==> config.mk <==
export PLATFORM = sky130hd
export DESIGN_NAME = fifo72_tx_arbiter
export DESIGN_NICKNAME = d
export VERILOG_FILES = /design/src/rtl/xgmii72_pkg.sv /design/src/rtl/xgmii72_word_class.sv /design/src/rtl/fifo72_tx_arbiter.sv
export SDC_FILE = /design/constraint.sdc
export NUM_CORES = 1
export LEC_CHECK = 0
export ABC_AREA = 0
export CORE_MARGIN = 5
export CORE_UTILIZATION = 43
export DETAILED_ROUTE_END_ITERATION = 12
export HOLD_SLACK_MARGIN = 0.1
export PLACE_DENSITY = 0.82
export SETUP_SLACK_MARGIN = 0.1
export SYNTH_ARGS = -nofsm -noshare
export SYNTH_HDL_FRONTEND = slang
export SYNTH_SLANG_ARGS = --single-unit
==> constraint.sdc <==
create_clock -name xgmii_tx_clk -period 2.8 [get_ports xgmii_tx_clk]
set_clock_uncertainty 0.1 [all_clocks]
set_input_delay 0.56 -clock xgmii_tx_clk [delete_from_list [all_inputs] [get_ports xgmii_tx_clk]]
set_output_delay 0.56 -clock xgmii_tx_clk [all_outputs]
set_load 0.005 [all_outputs]
==> src/rtl/xgmii72_pkg.sv <==
// Shared XGMII 72-bit word constants and arbiter state encoding.
// Users of this package may be built with ARB_STAT_EN to enable per-source statistics.
package xgmii72_pkg;

    localparam logic [71:0] IDLE_WORD  = 72'hff_0707070707070707;
    localparam logic [71:0] TERM_WORD  = 72'hff_07070707070707fd;
    localparam logic [7:0]  START_CHAR = 8'hfb;
    localparam logic [7:0]  TERM_CHAR  = 8'hfd;

    typedef enum logic [1:0] {
        IDLE  = 2'd0,
        XFER  = 2'd1,
        FLUSH = 2'd2,
        GAP   = 2'd3
    } arb_state_t;

endpackage

==> src/rtl/xgmii72_word_class.sv <==
// Combinational classifier for one 72-bit XGMII word: start, end (terminate on any lane), idle.
// A word carrying both start and terminate characters reports only is_end.
module xgmii72_word_class
    import xgmii72_pkg::*;
(
    input  logic [71:0] word,
    output logic        is_start,
    output logic        is_end,
    output logic        is_idle
);

    logic [7:0] lane_term;

    genvar gi;
    generate
        for (gi = 0; gi < 8; gi++) begin : g_lane
            assign lane_term[gi] = word[64 + gi] && (word[8*gi +: 8] == TERM_CHAR);
        end
    endgenerate

    assign is_end   = |lane_term;
    assign is_start = word[64] && (word[7:0] == START_CHAR) && !is_end;
    assign is_idle  = (word == IDLE_WORD);

endmodule

==> src/rtl/fifo72_tx_arbiter.sv <==
// Frame-granular round-robin arbiter feeding one XGMII TX FIFO from two FWFT source FIFOs.
// Define ARB_STAT_EN to add frame_cnt0/frame_cnt1/trunc_cnt statistics outputs.
module fifo72_tx_arbiter
    import xgmii72_pkg::*;
#(
    parameter logic [3:0]  Gap      = 4'h2,
    parameter logic [11:0] MaxWords = 12'd200
) (
    input  logic        xgmii_tx_clk,
    input  logic        sys_rst_n,
    input  logic [71:0] dout0,
    input  logic        empty0,
    output logic        rd_en0,
    input  logic [71:0] dout1,
    input  logic        empty1,
    output logic        rd_en1,
    output logic [71:0] din,
    input  logic        full,
    output logic        wr_en,
    output logic        wr_clk
`ifdef ARB_STAT_EN
    ,
    output logic [31:0] frame_cnt0,
    output logic [31:0] frame_cnt1,
    output logic [15:0] trunc_cnt
`endif
);

    arb_state_t        state_reg, state_next;
    logic              grant_reg, grant_next;
    logic              last_grant_reg, last_grant_next;
    logic [3:0]        gap_cnt_reg, gap_cnt_next;
    logic [11:0]       word_cnt_reg, word_cnt_next;
    logic [71:0]       din_reg, din_next;
    logic              wr_en_reg, wr_en_next;

    logic [1:0][71:0]  head;
    logic [1:0]        empty_v, is_start_v, is_end_v, is_idle_v;
    logic [1:0]        start_v, discard_v, rd_en_v;
    logic              g_empty, g_end, g_pop, at_limit, term_wr, frame_end;
    logic [71:0]       g_word;

    assign head[0] = dout0;
    assign head[1] = dout1;
    assign empty_v = {empty1, empty0};

    genvar gi;
    generate
        for (gi = 0; gi < 2; gi++) begin : g_src
            xgmii72_word_class u_class (
                .word     (head[gi]),
                .is_start (is_start_v[gi]),
                .is_end   (is_end_v[gi]),
                .is_idle  (is_idle_v[gi])
            );
            assign start_v[gi]   = !empty_v[gi] && is_start_v[gi];
            // Idle filler is the usual junk between frames; anything else not a START goes too.
            assign discard_v[gi] = !empty_v[gi] && (is_idle_v[gi] || !is_start_v[gi]);
        end
    endgenerate

    assign g_empty   = empty_v[grant_reg];
    assign g_end     = is_end_v[grant_reg];
    assign g_word    = head[grant_reg];
    assign at_limit  = (word_cnt_reg == MaxWords);
    assign g_pop     = !full && !g_empty &&
                       (((state_reg == XFER) && !at_limit) || (state_reg == FLUSH));
    assign term_wr   = (state_reg == XFER) && at_limit && !full;
    assign frame_end = g_pop && g_end;

    always_ff @(posedge xgmii_tx_clk) begin
        if (!sys_rst_n) begin
            state_reg      <= IDLE;
            grant_reg      <= 1'b0;
            last_grant_reg <= 1'b1;
            gap_cnt_reg    <= 4'h0;
            word_cnt_reg   <= 12'h0;
            din_reg        <= 72'h0;
            wr_en_reg      <= 1'b0;
        end else begin
            state_reg      <= state_next;
            grant_reg      <= grant_next;
            last_grant_reg <= last_grant_next;
            gap_cnt_reg    <= gap_cnt_next;
            word_cnt_reg   <= word_cnt_next;
            din_reg        <= din_next;
            wr_en_reg      <= wr_en_next;
        end
    end

    always_comb begin
        state_next      = state_reg;
        grant_next      = grant_reg;
        last_grant_next = last_grant_reg;
        gap_cnt_next    = gap_cnt_reg;
        word_cnt_next   = word_cnt_reg;
        case (state_reg)
            IDLE: begin
                if (|start_v) begin
                    grant_next    = (&start_v) ? !last_grant_reg : start_v[1];
                    word_cnt_next = 12'h0;
                    state_next    = XFER;
                end
            end
            XFER: begin
                if (term_wr) begin
                    state_next = FLUSH;
                end else if (g_pop) begin
                    word_cnt_next = (word_cnt_reg == 12'hfff) ? word_cnt_reg : word_cnt_reg + 12'd1;
                end
            end
            GAP: begin
                if (gap_cnt_reg == 4'h0) begin
                    state_next = IDLE;
                end else if (!full) begin
                    gap_cnt_next = gap_cnt_reg - 4'd1;
                    if (gap_cnt_reg == 4'd1) begin
                        state_next = IDLE;
                    end
                end
            end
            default: ;
        endcase
        // Frame end is common to XFER and FLUSH (g_pop is only live in those states).
        if (frame_end) begin
            last_grant_next = grant_reg;
            gap_cnt_next    = Gap;
            state_next      = (Gap == 4'h0) ? IDLE : GAP;
        end
    end

    always_comb begin
        rd_en_v    = 2'b00;
        wr_en_next = 1'b0;
        din_next   = din_reg;
        case (state_reg)
            IDLE: begin
                if (!(|start_v) && !full) begin
                    rd_en_v = discard_v;
                end
            end
            XFER: begin
                if (g_pop) begin
                    rd_en_v[grant_reg] = 1'b1;
                    wr_en_next         = 1'b1;
                    din_next           = g_word;
                end else if (term_wr) begin
                    wr_en_next = 1'b1;
                    din_next   = TERM_WORD;
                end
            end
            FLUSH: begin
                if (g_pop) begin
                    rd_en_v[grant_reg] = 1'b1;
                end
            end
            GAP: begin
                if ((gap_cnt_reg != 4'h0) && !full) begin
                    wr_en_next = 1'b1;
                    din_next   = IDLE_WORD;
                end
            end
            default: ;
        endcase
    end

    assign rd_en0 = rd_en_v[0] && sys_rst_n;
    assign rd_en1 = rd_en_v[1] && sys_rst_n;
    assign din    = din_reg;
    assign wr_en  = wr_en_reg;
    assign wr_clk = xgmii_tx_clk;

`ifdef ARB_STAT_EN
    logic [31:0] frame_cnt0_reg, frame_cnt1_reg;
    logic [15:0] trunc_cnt_reg;

    // Only ENDs forwarded in XFER count; the END that closes a flushed frame does not.
    always_ff @(posedge xgmii_tx_clk) begin
        if (!sys_rst_n) begin
            frame_cnt0_reg <= 32'h0;
            frame_cnt1_reg <= 32'h0;
            trunc_cnt_reg  <= 16'h0;
        end else begin
            if (frame_end && (state_reg == XFER) && !grant_reg) frame_cnt0_reg <= frame_cnt0_reg + 32'd1;
            if (frame_end && (state_reg == XFER) && grant_reg)  frame_cnt1_reg <= frame_cnt1_reg + 32'd1;
            if (term_wr) trunc_cnt_reg <= trunc_cnt_reg + 16'd1;
        end
    end

    assign frame_cnt0 = frame_cnt0_reg;
    assign frame_cnt1 = frame_cnt1_reg;
    assign trunc_cnt  = trunc_cnt_reg;
`endif

endmodule

# Word level (Yosys, flattened, before mapping)
# Cells that the tools add are included.
[totals] inputBits=149 out_inout_bits=76 regBits=93
[classes] reduce_logical=68 add_sub_neg=2 bitwise=3 eq_ne=38 n_lt_le_gt_ge=2 mux=36
[op_table] op="$mux W72" count=5
[op_table] op="$eq A72 B72 Y1 const B" count=2
[op_table] op="$eq A8 B8 Y1 const B" count=18
[op_table] op="$pmux W72 S2" count=1
[op_table] op="$mux W12" count=4
[op_table] op="$logic_and A1 B1 Y1" count=35
[op_table] op="$mux W2" count=12
[op_table] op="$pmux W12 S2" count=1
[op_table] op="$reduce_or A8 Y1" count=2
[op_table] op="$add A12 B1 Y12 const B" count=1
[op_table] op="$eq A12 B12 Y1 const B" count=1
[op_table] op="$eq A12 B8 Y1 const B" count=1
[op_table] op="$ne A2 B2 Y1 const B" count=6
[op_table] op="$logic_not A1 Y1" count=11
[op_table] op="$reduce_and A5 Y1" count=2
[op_table] op="$mux W1" count=9
[op_table] op="$ne A3 B3 Y1 const B" count=3
[op_table] op="$reduce_and A3 Y1" count=3
[op_table] op="$ne A4 B4 Y1 const B" count=2
[op_table] op="$reduce_bool A4 Y1" count=2
[op_table] op="$pmux W2 S3" count=1
[op_table] op="$reduce_bool A2 Y1" count=3
[op_table] op="$reduce_or A2 Y1" count=3
[op_table] op="$eq A2 B2 Y1 const B" count=2
[op_table] op="14 further kinds" count=19

# Longest topological paths before layout
# Gate-level depths: netlist of the first run.
[logic_depth] word_depth=12 ltp_mapped=11 mapped_depth_nobuf=9

# Hierarchy
# A second synthesis of the first run with hierarchy kept.
[unflattened] cells_unflattened=561 hier_area_um2=5378.9
[by_module_without_submodules] module="fifo72_tx_arbiter" instances=1 cells_per_inst=439 area_per_inst_um2=4643.2
[by_module_without_submodules] module="xgmii72_word_class" instances=2 cells_per_inst=61 area_per_inst_um2=367.9

==> results.tsv, run 1 <==
metric	value	unit
status	completed	
Crit Path Max Fanout	2	
Primary FF master, synth	dfxtp_1	
Synth warnings	0	
Tcrit/Tclk final	99.5	%
core box area	0.0119	mm2
DIE WIDTH	120	um
Switching Share	35.6	%
Worst EP required	2140	ps
Seq cells post-synth	93	
fmax	359	MHz
initial DRC count	765	
multi-input logic area	0.00341	mm2
commonest non-fill, non-tap cell in the layout	dlygate4sd2_1	
clock power share	26.5	%
Area growth syn-to-layout	68.4	%
Max VDD drop	0.000447	V
Clk pin slew, worst setup/hold paths	60	ps
unrepaired setup endpoints after global routing	yes	
Worst-Margin Slew	765	ps
DP HPWL	16800	um
hold depth	2	
Gate power share	42.7	%
EDFF count, synth	0	
Seq/Total Area, Yosys	36.0	%
Pleak	0.00328	uW
wire per inst	21.6	um
most frequent cells in the layout	dlygate4sd2_1, buf_4, nor2_1	
Layout Utilization	73.1	%
first-pass GRT wire length	34700	um
Unique masters post-synth	56	
Fillers	899	
Initial Utilization	43.4	%
CTS Hold Bufs	0	
P per Cell Area	601	mW/mm2
worst skew pair latency	460	ps
post-route ant nets	0	
Worst Setup Start Kind	primary input	
Setup CP Type	primary input to primary output	
R2R setup slack	140	ps
layout cells sized above 1	25.5	%
register area	0.00187	mm2
drt first pass iters	5	
Max-Cap Viols	0	
Worst Setup End Kind	primary output	
DRC viols	0	
Syn Nets	788	
Hold Path Class	register to register	
dpl cells	1037	
pin count of the biggest net entering global routing	67	
Reg2Reg Depth	15	
CP Cell Sequence	dlygate4sd2_1 > nand4_1 > nor4_2 > buf_4 > nor4_4 > nand2_1 > o21ai_1 > o22a_1 > nor3_2 > buf_2	
Pint	3370	uW
Critical Path AT	2130	ps
Fin Hold WS	390	ps
vias per std cell	6.04	
GPL Wtd Cong	1.12	
Rows	40	
CP peak stage delay	250	ps
max reg flops	72	
# setup viols final	0	
vias	6537	
grt total ovfl	0	
ys async rst share	0	%
Post-Syn Area per Cell	8.20	um2
Final Non-Filler Cells	1083	
CTS tree	yes	
Post-Syn Instances	631	
die area	0.0143	mm2
final hold violations	0	
PortBufs	224	
Top-Level Pins	225	
initial antenna violation count	8	
final slew viol count	0	
Die H	120	um
sequential share of power	30.8	%
CP max-delay cell	dlygate4sd2_1	
Post-Syn Area	0.00517	mm2
P_sw	1860	uW
min cycle time layout	2790	ps
nets	1080	
Routed Wire Length	23400	um
Worst slew margin	49.0	%
global-route usage over all layers	30.6	%
vias in the first global route	6316	
Final Power	5240	uW
-- worst max-delay path, delay by kind of cell --
family                 cells  cell delay [ps]
buffers and inverters      3              600
AO/OA/AOI/OAI              2              310
AND/OR/NAND/NOR            5              670
-- per-layer routing --
metal  up-vias  share of wire [%]  GRT usage, %
li1       2953                  -             -
met1      3098                 39          38.5
met2       402                 48          48.7
met3        84                9.2          7.16
met4         0                4.2          16.4
met5         -                  0             0
-- area by class of cell --
| cell class | instances | area share (%) |
|---|---|---|
| Antenna cell | 9 | 0.259 |
| Clock buffer | 14 | 3.59 |
| Clock inverter | 5 | 0.417 |
| Inverter | 13 | 0.560 |
| Multi-Input combinational cell | 476 | 39.2 |
| Sequential cell | 93 | 21.5 |
| Tap cell | 147 | 2.11 |
| Timing Repair Buffer | 326 | 32.4 |
-- metrics by stage --
step	setup TNS, ps	area, um2	setup slack, ps
finish	0	8710	13.3
CTS	0	8590	28.3
global placement	-12140	8110	-905
detailed placement	-14120	8110	-888
global route	-103	8700	-74.6
floorplan	0	5170	234
-- cell families after synthesis --
group	Yosys count	synth area share (%)
fa+ha+maj	8	1.94
buf+inv	63	5.30
flops	93	36.0
simple gates	260	24.7
xor+xnor	3	0.508
mux	72	14.0
compound gates	132	17.6
-- power by group through the flow --
stage	Combinational [uW]	Clock, uW	Sequential, uW
after floorplan	947	23.2	1630
after global placement	1970	30.1	1620
after detailed placement	2030	30.1	1630
after CTS	2030	1400	1600
after global routing	2380	1460	1630
final	2240	1390	1610
-- what timing repair did --
| item | CTS | global route |
|---|---|---|
| pin swaps | 60 | 17 |
| gates resized for setup | 291 | 50 |
| gates cloned | 0 | 1 |
| setup endpoints to repair | 47 | 43 |
| setup buffers | 13 | 7 |
-- cells in the mapped netlist, types with 3 or more instances --
cell | instances | share of area, %
o211ai_1 | 3 | 0.44
a21oi_1 | 51 | 4.9
nand4b_1 | 5 | 0.85
nor4_1 | 19 | 2.3
o21ai_1 | 3 | 0.29
nand2b_1 | 4 | 0.48
inv_1 | 13 | 0.94
buf_2 | 18 | 1.7
nor2_1 | 90 | 6.5
o21ai_0 | 8 | 0.77
nand2_1 | 45 | 3.3
nor3_1 | 44 | 4.3
nand3_1 | 8 | 0.77
or3_1 | 4 | 0.48
ha_1 | 8 | 1.9
dfxtp_1 | 93 | 36
a211oi_1 | 9 | 1.3
a31oi_1 | 4 | 0.48
nand4_1 | 21 | 2.5
o21a_1 | 3 | 0.44
mux2i_1 | 71 | 14
clkbuf_1 | 29 | 2.1
and3_1 | 4 | 0.48
a311oi_1 | 31 | 5.3
-- final timing paths --
kind,startpoint,end
max reg2reg,word_cnt_reg[0],din[6]
min reg2reg,din[55],din[55]
min,din[55],din[55]
max,dout0[36],rd_en0
Note: power is estimated with default switching activity, not from simulation.
==> run 2: changes to the inputs <==
--- a/config.mk
+++ b/config.mk
@@ -14,2 +14,3 @@
 export SETUP_SLACK_MARGIN = 0.1
+export SLEW_MARGIN = 20
 export SYNTH_ARGS = -nofsm -noshare
--- a/constraint.sdc
+++ b/constraint.sdc
@@ -4,2 +4,2 @@
 set_output_delay 0.56 -clock xgmii_tx_clk [all_outputs]
-set_load 0.005 [all_outputs]
+set_load 0.1 [all_outputs]
==> run 2 against run 1 <==
  * The run now ends with negative setup slack left
  * Critical path depth down 1
  * Hold slack worse by 3.2 ps
  * Flip-flop and latch count unchanged
  * Non-clock buffer count down 17
  * Utilization down 1.3 points
  * Clock power up 7%
  * Register-to-register slack better by 120 ps
  * Sequential power about the same
  * Largest cell class unchanged
==> results.tsv, run 2 (same netlist as run 1, synthesis figures left out) <==
metric	value	unit	change
initial antenna violation count	5		-3
Rows	40		unchanged
R2R setup slack	260	ps	+120 ps
Max-Cap Viols	0		unchanged
Crit Path Max Fanout	3		+1
vias per std cell	5.88		-2.6%
CTS tree	yes		
Worst Path Buf+Inv	2		-1
DRC viols	0		unchanged
global-route usage over all layers	30.8	%	+0.16 points
drt first pass iters	5		unchanged
DP HPWL	17100	um	+1.6%
GPL Wtd Cong	0.927		-17%
Initial Utilization	43.4	%	unchanged
CP max-delay cell	nor4_4		
register area	0.00187	mm2	+0.13%
pin count of the biggest net entering global routing	64		-4.5%
Top-Level Pins	225		unchanged
Tcrit/Tclk final	105	%	+5.1 points
# setup viols final	2		+2
Pleak	0.00339	uW	+3.5%
Post-Place Setup Slack	-673	ps	+215 ps
core box area	0.0119	mm2	unchanged
commonest non-fill, non-tap cell in the layout	buf_4		
Area growth syn-to-layout	65.4	%	
Routed Wire Length	22700	um	-3.1%
CP Cell Sequence	dlygate4sd2_1 > nand4_1 > nor4_4 > nor4_4 > nand2_2 > nor3_4 > o22a_1 > nor3_4 > buf_12		
Critical R2R Launch	word_cnt_reg[0]		
layout cells sized above 1	31.4	%	+5.9 points
worst hold endpoint	last_grant_reg		
initial DRC count	577		-25%
final slew viol count	0		unchanged
hold depth	2		unchanged
vias in the first global route	6187		-2.0%
Worst slew margin	61.9	%	+13 points
die area	0.0143	mm2	unchanged
max reg flops	72		unchanged
wire per inst	21.4	um	-1.2%
Final Non-Filler Cells	1062		-1.9%
PortBufs	224		unchanged
failing checks	negative setup slack		
Clk pin slew, worst setup/hold paths	60	ps	about the same
most frequent cells in the layout	buf_4, dlygate4sd2_1, nor2_1		
worst setup slack after layout	-131	ps	-144 ps
nets	1062		-1.7%
Reg2Reg Depth	10		-5
r2r endpoint	state_reg[1]		
Critical Path AT	2270	ps	+140 ps
dpl cells	1020		-1.6%
Hold Path Class	register to register		
Setup CP Type	primary input to primary output		
first-pass GRT wire length	34200	um	-1.4%
grt total ovfl	0		unchanged
CP peak stage delay	280	ps	+30 ps
min-delay src	last_grant_reg		
Crit path max-delay family	simple AND/OR/NAND/NOR gates		
Worst Setup Start Kind	primary input		
worst skew pair latency	460	ps	about the same
DIE WIDTH	120	um	unchanged
post-route ant nets	0		unchanged
final hold violations	0		unchanged
CTS Hold Bufs	0		unchanged
Fillers	996		+11%
Die H	120	um	unchanged
Worst EP required	2140	ps	about the same
min cycle time layout	2930	ps	+144 ps
P per Cell Area	732	mW/mm2	+22%
Worst-Margin Slew	571	ps	-194 ps
Worst Setup End Kind	primary output		
fmax	341	MHz	-4.9%
multi-input logic area	0.00352	mm2	+3.2%
unrepaired setup endpoints after global routing	yes		
vias	6245		-4.5%
status	complete, but fails checks		
setup TNS	-249	ps	-249 ps
Max VDD drop	0.000606	V	+36%
run 2: cell types whose count changed in the layout (fill, tap and decap cells not counted), sizes merged:
cell,previous run,this run
buf,126,172
clkbuf,28,30
clkdlybuf4s15,13,18
clkdlybuf4s50,76,5
clkinvlp,1,0
diode,9,6
dlygate4sd2,97,98
dlymetal6s2s,0,3
inv,15,13
o311a,2,1
run 2: layout make-up:
class	instances	area share (%)
Antenna cell	6	0.176
Timing Repair Buffer	309	29.9
Clock inverter	2	0.117
Inverter	13	0.600
Tap cell	147	2.15
Clock buffer	17	3.98
Sequential cell	93	21.9
Multi-Input combinational cell	475	41.2
run 2: worst max path at each step:
stage,cells after the start,to,startpoint,slack [ps]
2_1_floorplan,7,rd_en0,empty0,-160
3_3_place_gp,10,rd_en0,dout1[28],-660
3_5_place_dp,10,rd_en0,dout1[28],-670
4_1_cts,8,rd_en1,word_cnt_reg[0],-70
5_1_grt,9,rd_en0,dout1[0],-190
6_report,9,rd_en0,dout1[11],-130
run 2: worst reg2reg max path, stage by stage (launching register included):
cell      delay (ps)
dfxtp_4          350
inv_4             60
ha_4             110
nor4b_4          270
a41oi_2          180
buf_4            170
o21ai_0          320
a211oi_1         140
a31oi_1          300
a21oi_1          140
o221a_2          280
run 2: power breakdown:
part           internal [uW]  switching, uW
sequential              1500            106
clock                    835            654
combinational            896           2270
run 2: metrics by stage:
stage / total power, uW / area [um2] / utilization [%] / hold WS, ps
4_1_cts: 6170 / 8470 / 71.1 / 382
3_3_place_gp: 4780 / 7850 / 65.9 / 365
3_5_place_dp: 4830 / 7850 / 65.9 / 368
6_report: 6260 / 8550 / 71.8 / 387
5_1_grt: 6530 / 8550 / 71.8 / 412
2_1_floorplan: 3910 / 5240 / - / 345
run 2: routing by layer:
layer  up-vias  global-route usage [%]  routed length (um)
met3        51                    7.92                1810
met1      2992                    37.5                8860
met2       292                    51.9               11200
met4         0                    12.5                 807
li1       2910                       -                   -
met5         -                       0                   0
run 2: repair_timing:
action | 4_1_cts | 5_1_grt
setup buffers | 15 | 8
setup endpoints to repair | 14 | 15
pin swaps | 59 | 23
cloned | 0 | 1
gates resized for setup | 274 | 35
